## src/rtl/ooo_pkg.sv

```systemverilog
// Shared out-of-order core types: control bits, decoded instruction and
// issue-queue entry layout.
package ooo_pkg;

    localparam int unsigned TAG_W = 6;
    localparam int unsigned XLEN  = 32;

    typedef struct packed {
        logic       mem_read;
        logic       mem_to_reg;
        logic [1:0] alu_op;
        logic       mem_write;
        logic       alu_src;
        logic       reg_write;
    } ctrl_t;

    typedef struct packed {
        logic [XLEN-1:0] pc;
        logic [6:0]      opcode;
        logic [4:0]      rs1;
        logic [4:0]      rs2;
        logic [4:0]      rd;
        logic [6:0]      funct7;
        logic [2:0]      funct3;
        logic [XLEN-1:0] imm;
        ctrl_t           ctrl;
    } inst_t;

    typedef struct packed {
        logic             valid;
        inst_t            inst;
        logic [TAG_W-1:0] src1_tag;
        logic [TAG_W-1:0] src2_tag;
        logic             src1_rdy;
        logic             src2_rdy;
        logic [TAG_W-1:0] dst_tag;
    } iq_entry_t;

    // An entry may issue once it holds an instruction with both operands ready.
    function automatic logic entry_eligible(input iq_entry_t e);
        return e.valid & e.src1_rdy & e.src2_rdy;
    endfunction

endpackage

```

## src/rtl/issue_queue_sched_if.sv

```systemverilog
// Dispatch / writeback / issue bundle between rename, the issue queue and the ALU.
interface issue_queue_sched_if #(
    parameter int unsigned DEPTH = 8,
    parameter int unsigned TAG_W = 6
);
    import ooo_pkg::*;

    localparam int unsigned CW = $clog2(DEPTH + 1);

    logic             flush;
    logic             disp_valid;
    logic             disp_ready;
    inst_t            disp_inst;
    logic [TAG_W-1:0] disp_src1_tag;
    logic [TAG_W-1:0] disp_src2_tag;
    logic             disp_src1_rdy;
    logic             disp_src2_rdy;
    logic [TAG_W-1:0] disp_dst_tag;
    logic             wb_valid;
    logic [TAG_W-1:0] wb_tag;
    logic             issue_valid;
    logic             issue_ready;
    inst_t            issue_inst;
    logic [TAG_W-1:0] issue_src1_tag;
    logic [TAG_W-1:0] issue_src2_tag;
    logic [TAG_W-1:0] issue_dst_tag;
    logic [CW-1:0]    count;

    modport master (
        output flush, disp_valid, disp_inst, disp_src1_tag, disp_src2_tag,
               disp_src1_rdy, disp_src2_rdy, disp_dst_tag, wb_valid, wb_tag,
               issue_ready,
        input  disp_ready, issue_valid, issue_inst, issue_src1_tag,
               issue_src2_tag, issue_dst_tag, count
    );

    modport slave (
        input  flush, disp_valid, disp_inst, disp_src1_tag, disp_src2_tag,
               disp_src1_rdy, disp_src2_rdy, disp_dst_tag, wb_valid, wb_tag,
               issue_ready,
        output disp_ready, issue_valid, issue_inst, issue_src1_tag,
               issue_src2_tag, issue_dst_tag, count
    );

endinterface

```

## src/rtl/iq_oldest_select.sv

```systemverilog
// Oldest-first picker: lowest set bit of the eligible vector wins.
module iq_oldest_select #(
    parameter int unsigned DEPTH = 8,
    parameter int unsigned IW    = $clog2(DEPTH)
) (
    input  logic [DEPTH-1:0] eligible,
    output logic [DEPTH-1:0] grant,
    output logic [IW-1:0]    index,
    output logic             found
);

    // Scan from the top down so the last hit is the lowest index.
    always_comb begin
        grant = '0;
        index = '0;
        found = 1'b0;
        for (int i = DEPTH - 1; i >= 0; i--) begin
            if (eligible[i]) begin
                grant    = '0;
                grant[i] = 1'b1;
                index    = IW'(i);
                found    = 1'b1;
            end
        end
    end

endmodule

```

## src/rtl/issue_queue_sched.sv

```systemverilog
// Collapsing issue queue with tag-broadcast wakeup and oldest-first
// single-issue scheduling toward the integer ALU.
module issue_queue_sched #(
    parameter int unsigned DEPTH = 8,
    parameter int unsigned TAG_W = 6
) (
    input  logic               clk,
    input  logic               rst,
    issue_queue_sched_if.slave bus
);
    import ooo_pkg::*;

    localparam int unsigned CW  = $clog2(DEPTH + 1);
    localparam int unsigned IW  = $clog2(DEPTH);
    localparam int unsigned ETW = ooo_pkg::TAG_W;

    iq_entry_t        q     [DEPTH];
    iq_entry_t        q_n   [DEPTH];
    iq_entry_t        woken [DEPTH+1];
    logic [CW-1:0]    count_q;
    logic [CW-1:0]    count_n;
    logic [CW-1:0]    tail;
    logic [DEPTH-1:0] elig;
    logic [DEPTH-1:0] grant;
    logic [IW-1:0]    sel_idx;
    logic             any_elig;
    iq_entry_t        sel_ent;
    iq_entry_t        new_ent;
    logic             issue_fire;
    logic             disp_fire;
    logic [ETW-1:0]   wb_tag_e;

    always_comb begin
        elig = '0;
        for (int i = 0; i < DEPTH; i++) elig[i] = entry_eligible(q[i]);
    end

    iq_oldest_select #(.DEPTH(DEPTH), .IW(IW)) u_select (
        .eligible (elig),
        .grant    (grant),
        .index    (sel_idx),
        .found    (any_elig)
    );

    always_comb begin
        sel_ent = '0;
        for (int i = 0; i < DEPTH; i++) if (grant[i]) sel_ent = q[i];
    end

    // Issue outputs are combinational from registered entries, so they hold while stalled.
    assign bus.disp_ready     = (count_q < CW'(DEPTH));
    assign bus.issue_valid    = any_elig & ~bus.flush;
    assign bus.issue_inst     = sel_ent.inst;
    assign bus.issue_src1_tag = TAG_W'(sel_ent.src1_tag);
    assign bus.issue_src2_tag = TAG_W'(sel_ent.src2_tag);
    assign bus.issue_dst_tag  = TAG_W'(sel_ent.dst_tag);
    assign bus.count          = count_q;

    assign issue_fire = bus.issue_valid & bus.issue_ready;
    assign disp_fire  = bus.disp_valid & bus.disp_ready & ~bus.flush;
    assign wb_tag_e   = ETW'(bus.wb_tag);

    // Incoming entry, with same-cycle writeback bypass on either source.
    always_comb begin
        new_ent          = '0;
        new_ent.valid    = 1'b1;
        new_ent.inst     = bus.disp_inst;
        new_ent.src1_tag = ETW'(bus.disp_src1_tag);
        new_ent.src2_tag = ETW'(bus.disp_src2_tag);
        new_ent.dst_tag  = ETW'(bus.disp_dst_tag);
        new_ent.src1_rdy = bus.disp_src1_rdy |
                           (bus.wb_valid && (ETW'(bus.disp_src1_tag) == wb_tag_e));
        new_ent.src2_rdy = bus.disp_src2_rdy |
                           (bus.wb_valid && (ETW'(bus.disp_src2_tag) == wb_tag_e));
    end

    // Wakeup, then collapse above the issued slot, then append at the new tail.
    always_comb begin
        for (int i = 0; i < DEPTH; i++) begin
            woken[i] = q[i];
            if (bus.wb_valid && q[i].valid) begin
                if (q[i].src1_tag == wb_tag_e) woken[i].src1_rdy = 1'b1;
                if (q[i].src2_tag == wb_tag_e) woken[i].src2_rdy = 1'b1;
            end
        end
        woken[DEPTH] = '0;

        tail    = count_q - CW'(issue_fire);
        count_n = tail + CW'(disp_fire);

        for (int i = 0; i < DEPTH; i++) begin
            q_n[i] = (issue_fire && (IW'(i) >= sel_idx)) ? woken[i+1] : woken[i];
            if (disp_fire && (CW'(i) == tail)) q_n[i] = new_ent;
        end

        if (bus.flush) begin
            for (int i = 0; i < DEPTH; i++) q_n[i] = '0;
            count_n = '0;
        end
    end

    always_ff @(posedge clk or posedge rst) begin
        if (rst) begin
            count_q <= '0;
            for (int i = 0; i < DEPTH; i++) q[i] <= '0;
        end else begin
            count_q <= count_n;
            for (int i = 0; i < DEPTH; i++) q[i] <= q_n[i];
        end
    end

endmodule
```

## src/flat_wrapper.sv

```systemverilog
// flat-port wrapper written by rule: the top's interface ports become plain ports
module issue_queue_sched_flat import ooo_pkg::*;
#(
    parameter int unsigned DEPTH = 8,
    parameter int unsigned TAG_W = 6
)
  (clk, rst, bus_flush, bus_disp_valid, bus_disp_inst, bus_disp_src1_tag, bus_disp_src2_tag, bus_disp_src1_rdy, bus_disp_src2_rdy, bus_disp_dst_tag, bus_wb_valid, bus_wb_tag, bus_issue_ready, bus_disp_ready, bus_issue_valid, bus_issue_inst, bus_issue_src1_tag, bus_issue_src2_tag, bus_issue_dst_tag, bus_count);
  issue_queue_sched_if #(.DEPTH(DEPTH), .TAG_W(TAG_W)) bus_i ();
  input  logic clk;
  input  logic rst;
  input wire logic [$bits(bus_i.flush)-1:0] bus_flush;
  input wire logic [$bits(bus_i.disp_valid)-1:0] bus_disp_valid;
  input wire logic [$bits(bus_i.disp_inst)-1:0] bus_disp_inst;
  input wire logic [$bits(bus_i.disp_src1_tag)-1:0] bus_disp_src1_tag;
  input wire logic [$bits(bus_i.disp_src2_tag)-1:0] bus_disp_src2_tag;
  input wire logic [$bits(bus_i.disp_src1_rdy)-1:0] bus_disp_src1_rdy;
  input wire logic [$bits(bus_i.disp_src2_rdy)-1:0] bus_disp_src2_rdy;
  input wire logic [$bits(bus_i.disp_dst_tag)-1:0] bus_disp_dst_tag;
  input wire logic [$bits(bus_i.wb_valid)-1:0] bus_wb_valid;
  input wire logic [$bits(bus_i.wb_tag)-1:0] bus_wb_tag;
  input wire logic [$bits(bus_i.issue_ready)-1:0] bus_issue_ready;
  output wire logic [$bits(bus_i.disp_ready)-1:0] bus_disp_ready;
  output wire logic [$bits(bus_i.issue_valid)-1:0] bus_issue_valid;
  output wire logic [$bits(bus_i.issue_inst)-1:0] bus_issue_inst;
  output wire logic [$bits(bus_i.issue_src1_tag)-1:0] bus_issue_src1_tag;
  output wire logic [$bits(bus_i.issue_src2_tag)-1:0] bus_issue_src2_tag;
  output wire logic [$bits(bus_i.issue_dst_tag)-1:0] bus_issue_dst_tag;
  output wire logic [$bits(bus_i.count)-1:0] bus_count;
  assign bus_i.flush = bus_flush;
  assign bus_i.disp_valid = bus_disp_valid;
  assign bus_i.disp_inst = bus_disp_inst;
  assign bus_i.disp_src1_tag = bus_disp_src1_tag;
  assign bus_i.disp_src2_tag = bus_disp_src2_tag;
  assign bus_i.disp_src1_rdy = bus_disp_src1_rdy;
  assign bus_i.disp_src2_rdy = bus_disp_src2_rdy;
  assign bus_i.disp_dst_tag = bus_disp_dst_tag;
  assign bus_i.wb_valid = bus_wb_valid;
  assign bus_i.wb_tag = bus_wb_tag;
  assign bus_i.issue_ready = bus_issue_ready;
  assign bus_disp_ready = bus_i.disp_ready;
  assign bus_issue_valid = bus_i.issue_valid;
  assign bus_issue_inst = bus_i.issue_inst;
  assign bus_issue_src1_tag = bus_i.issue_src1_tag;
  assign bus_issue_src2_tag = bus_i.issue_src2_tag;
  assign bus_issue_dst_tag = bus_i.issue_dst_tag;
  assign bus_count = bus_i.count;
  issue_queue_sched #(.DEPTH(DEPTH), .TAG_W(TAG_W)) u_core (.clk(clk), .rst(rst), .bus(bus_i));
endmodule
```

## config.mk

```make
export PLATFORM = sky130hd
export DESIGN_NAME = issue_queue_sched_flat
export DESIGN_NICKNAME = d
export VERILOG_FILES = /design/src/rtl/ooo_pkg.sv /design/src/rtl/issue_queue_sched_if.sv /design/src/rtl/iq_oldest_select.sv /design/src/rtl/issue_queue_sched.sv /design/src/flat_wrapper.sv
export SDC_FILE = /design/constraint.sdc
export NUM_CORES = 2
export LEC_CHECK = 0
export ABC_AREA = 1
export CORE_AREA = 2 2 432 220
export CTS_BUF_LIST = sky130_fd_sc_hd__clkbuf_2
export DETAILED_ROUTE_END_ITERATION = 7
export DIE_AREA = 0 0 434 222
export DONT_BUFFER_PORTS = 1
export PLACE_DENSITY = 0.86
export SYNTH_ARGS = -nofsm -noshare
export SYNTH_HDL_FRONTEND = slang
export SYNTH_SLANG_ARGS = --single-unit
export TNS_END_PERCENT = 20
```

## constraint.sdc

```tcl
create_clock -name clk -period 44.2 [get_ports clk]
set_input_delay 6.63 -clock clk [delete_from_list [all_inputs] [get_ports clk]]
set_output_delay 6.63 -clock clk [all_outputs]
set_load 0.03 [all_outputs]
```

Word-level counts from Yosys, hierarchy flattened
Index checks and enable logic that the tools add are counted.

operators by class
  order comparisons = 9
  $add $sub $neg = 2
  mux-type cells = 74
  equal/unequal tests = 25
  bitwise gates (word level) = 23
  reduce and logical (&&, ||, !) cells = 40

operator list
  kind                  count
  $mux W124             16
  $mux W992             1
  $mux W123             8
  $eq A6 B6 Y1          18
  $mux W8               8
  $logic_and A1 B1 Y1   26
  $mux W1               24
  $mux W3               8
  $reduce_bool A3 Y1    8
  $and A1 B1 Y1         20
  $eq A3 B4 Y1 const A  4
  $mux W2               8
  $ge A3 B3 Y1 const A  4
  $reduce_bool A4 Y1    3
  $eq A2 B4 Y1 const A  2
  $ge A1 B3 Y1 const A  2
  $ge A2 B3 Y1 const A  2
  $add A4 B1 Y4         1
  $eq A1 B4 Y1 const A  1
  $logic_not A4 Y1      1
  $lt A4 B4 Y1 const B  1
  $mux W4               1
  $reduce_and A2 Y1     2
  $sub A4 B1 Y4         1
  other kinds (2)       3

storage, ports and cells
  output and inout bits = 127
  input port bits = 135
  word-level logic and storage cells = 334
  register bits after elaboration = 996

Longest topological paths before layout
  word-level depth = 18
  mapped depth = 20
  depth with buffers taken out = 19

Cells and area by module
Synthesis repeated with hierarchy kept, for this count alone.

second synthesis, totals
  cells, all modules = 7520
  area total of the unflattened synthesis = 54662.4 um^2

by module, submodules not included
  module             times used  area each (um^2)  sequential area each (um^2)  cells each
  issue_queue_sched  1           54487.3           24923.9                      7485
  iq_oldest_select   1           175.2             0.0                          35

Worst setup path before layout
OpenSTA, ideal clock, no wires.

  path type = input to output
  start point = in bus_flush
  end point = out bus_issue_valid
  cell stages on the path = 2
  slack = 30293 ps
  buffers on the path = 1
  required time = 37570 ps
  arrival time = 7277 ps
  cell sequence = buf_4 > a21oi_1

between the ends
  longest elaborated chain between the ends = 2

ends and longest elaborated chain
  element        line                     text
  from (decl)    flat_wrapper.sv:11       input wire logic [$bits(bus_i.flush)-1:0] bus_flush;
  $not A1 Y1     issue_queue_sched.sv:52  assign bus.issue_valid = any_elig & ~bus.flush;
  $and A1 B1 Y1  issue_queue_sched.sv:52
  to (decl)      flat_wrapper.sv:23       output wire logic [$bits(bus_i.issue_valid)-1:0] bus_issue_valid;

Every way passes these cells.

Worst setup path after layout
Same ends and word-level chain as after synthesis.

==> impl_summary.md <==
Worst setup path
Counting cells, the worst reg-to-reg path comes to 20. The critical register-to-register path startpoint is u_core.q[875]. On the critical path, the stage with the largest delay is an instance of a21oi_1.

The capture point of the worst reg-to-reg path is u_core.q[875]. Along the worst path, the maximum fanout reaches 10. The setup slack of the most critical reg-to-reg path is 37.10 ns. The kind of end point of the critical path is an output port.

In this design, the largest share of critical-path delay is due to compound AO/OA/AOI/OAI gates. The signal arrival time at the worst endpoint is 7.19 ns. By startpoint and endpoint, the worst setup path is classified as in2out. The critical path contains buffers and inverters numbering 0 combined.

Walking the worst path, the cells encountered are a21oi_1. The longest individual stage delay on the worst path is 0.55 ns. The data required time of the critical path is 37.57 ns. The worst setup path is launched from a primary input.

Placed design
The count of buffers from port buffering is 0. Prior to clock tree synthesis, the placed netlist has a worst setup slack of 30.40 ns. The placer's final routability congestion estimate is 0.953. The HPWL after detailed placement is 110000 um.

The placed instance area is 0.0549 mm2.

Global routing
The global-route wire length before repair is 316000 um. Global routing consumed, over all layers together, 42.4% of the routing resources. The pin count of the biggest net entering global routing is 247. The via count of the first global-routing pass came to 54000. The number of antenna violations at the first check in global routing is 4. The total overflow left after global routing is 0.

STA
The worst path in the final design needs a cycle of 13.82 ns, including I/O delays and setup. The clock arrives with 0.140 ns of skew. The slew of the pin with the lowest slew margin is 1.40 ns. Setup repair after global routing left no endpoint under its margin. The number of max-slew violations in the final report came to 0. The setup TNS is 0 ns.

Static timing analysis puts the maximum clock frequency at 72.4 MHz. The count of endpoints failing hold in the final timing report is 0. On the final layout, the worst hold slack is 0.490 ns. The smallest setup slack after layout is 30.38 ns.

Setup violations remaining at the end of the flow were counted as 0. The worst path uses 31.3% of the clock period. In this run the tightest slew margin relative to its limit is 6.40%.

Yosys
The share of synthesized registers carrying an async set or reset is 100%. In this run, synthesis produced a sequential element count of 996. The post-synthesis cell count is 7663. The count of distinct cell types in the synthesized netlist is 36. The synthesized design contains 0 enable-type register cells. The synthesized net count is 7802.

The proportion of synthesized chip area in sequential cells is 45.4%. The most used flip-flop cell after synthesis is dfrtp_1. After synthesis, the mean cell area works out to 7.17 um2. During synthesis, Yosys emitted a total of 0 warnings. The cell area after synthesis is 0.0550 mm2.

Worst hold path
The worst-case hold path end point is u_core.q[622]. The path class of the lowest-slack min-delay path is reg2reg. The worst hold path begins at u_core.q[622].

Along the worst hold path, the cell count comes to 2.

Pwr
Dividing total power by cell area gives a power density of 31.0 mW/mm2. The internal portion of the total power is 0.00121 W. Of the total power, the clock network draws 36.1%. In this run the power spent charging and discharging nets is 0.000554 W. IR analysis of the VDD net gives a maximum drop of 0.0237 mV. Net switching is 31.4% of the power. The total leakage power is 27.0 nW.

The relative contribution of combinational cells to total power is 9.1%. Sequential cells account for 54.7% of the total power.

CTS
The CTS tree is built. The TritonCTS buffer count is 221. The buffer levels on the longest clock path is 3.

The number of buffers added for setup after CTS is 0. For the worst-skew pair, the clock arrives at the later sink with an insertion delay of 1.70 ns. The number of clock sinks is 996. Clock-pin slew was measured on the worst setup and hold paths at 0.10 ns. The tree is rooted in a clkbuf_2. Buffers inserted to repair hold after CTS numbered 0. Gates resized during post-CTS repair numbered 0. The H-tree was split into 4 levels.

Detailed routing
In the routed layout, each cell is associated on average with a via count of 6.46. In the final routed layout, each cell accounts on average for 23.7 um. The detailed-route wire length is 209000 um. The total vias in the final route is 57000.

The antenna violation net count after detailed routing is 0. The number of DRC markers after the initial detailed-route iteration is 10100. The number of search-and-repair iterations in the first detailed-routing pass is 8. In the routed design, unresolved DRC markers number 1.

Die
Measured along the x axis, the die boundary spans 434 um. The die area is 0.0963 mm2. The total I/O pin count is 262. The effective utilization at floorplan is 59.5%.

In this run the vertical extent of the chip is 222 um. The total number of placement rows is 79. The placeable core region is 0.0923 mm2.

Cells and area
The fraction of layout instances using a drive strength above 1 is 6.43%. The register area is 0.0249 mm2. Leaving out fill and tap cells, the most frequent cells in the layout are nand2_1, o21ai_0, inv_1, dfrtp_1, nor2_1. The utilization after layout is 61.8%. The cell area after layout is 0.0570 mm2. The library cell used most frequently in the layout, excluding fill and tap cells, is nand2_1. Counting the fill cells in the layout gives 8128. The net count of the finished layout is 7523.

From synthesis to final layout, the design area changed by 3.74%. The total area of multi-input combinational cells is 0.0234 mm2.

Flow run
Max-cap violations in this run came to 0.

Run status
The checks that failed: DRC. The run finished, with violations left.
[worst max path at each step]
stage | from | endpoint | slack (ns) | depth (start not counted)
after floorplan | rst | u_core.bus.count[0] | 9.55 | 1
after global placement | bus_flush | bus_issue_valid | 30.44 | 1
after detailed placement | bus_flush | bus_issue_valid | 30.40 | 1
after CTS | bus_flush | bus_issue_valid | 30.40 | 1
after global routing | bus_flush | bus_issue_valid | 30.38 | 1
final | bus_flush | bus_issue_valid | 30.38 | 1
[kinds of logic (layout without fill, tap and decap cells)]
family          after synthesis  count (layout)  share of synthesized area (%)
simple gates               2753            2753                           20.9
compound gates             2125            2125                           20.5
buf+inv                    1740            1634                           12.4
flops                       996             996                           45.4
xor+xnor                     45              45                          0.717
fa+ha+maj                     4               4                         0.0911
other cells                   0               7                              0
[metrics by stage]
stage	total power, W	instances
3_3_place_gp	0.00113	8416
2_1_floorplan	0.00109	7663
4_1_cts	0.00175	8812
3_5_place_dp	0.00114	8416
6_report	0.00177	8819
5_1_grt	0.00183	8817
[flip-flops by register name, indices dropped and copies added, names as in the netlist]
| register | count |
|---|---|
| u_core.bus.count | 4 |
| u_core.q | 992 |
[final cells by class]
cell class | instances | area share [%]
Antenna cell | 7 | 0.0307
Clock buffer | 338 | 2.97
Clock inverter | 58 | 0.665
Inverter | 1163 | 7.69
Multi-Input combinational cell | 4927 | 41.1
Sequential cell | 996 | 43.7
Tap cell | 1255 | 2.75
Timing Repair Buffer | 75 | 1.05
[routing by layer]
metal  GRT usage, %  part of all wire (%)  routed length, um  vias to the layer above
li1               -                     -                  -                    24500
met1           57.5                    37              77000                    26200
met2           57.4                    40              83400                     5454
met3           19.6                    19              39600                      859
met4           19.5                   4.2               8730                        2
met5          0.199                0.0053                 11                        -
[power groups by stage]
stage	Sequential, W	Combinational [W]	Clock (W)
3_3_place_gp	0.000982	0.000150	0
4_1_cts	0.000966	0.000155	0.000631
2_1_floorplan	0.000980	0.000111	0
5_1_grt	0.000971	0.000176	0.000681
6_report	0.000968	0.000162	0.000639
3_5_place_dp	0.000983	0.000154	0
[cell usage after synthesis (61+ instances only)]
cell type / number / area share, %
a21oi_1: 271 / 2.5
buf_1: 61 / 0.42
buf_2: 144 / 1.3
clkbuf_1: 349 / 2.4
dfrtp_1: 996 / 45
inv_1: 1150 / 7.9
nand2_1: 1615 / 11
nand3_1: 302 / 2.8
nand4_1: 250 / 2.8
nor2_1: 541 / 3.7
o21ai_0: 1277 / 12
o21ai_1: 74 / 0.67
o22ai_1: 494 / 5.6
Note: power is estimated with default switching activity, not from simulation.
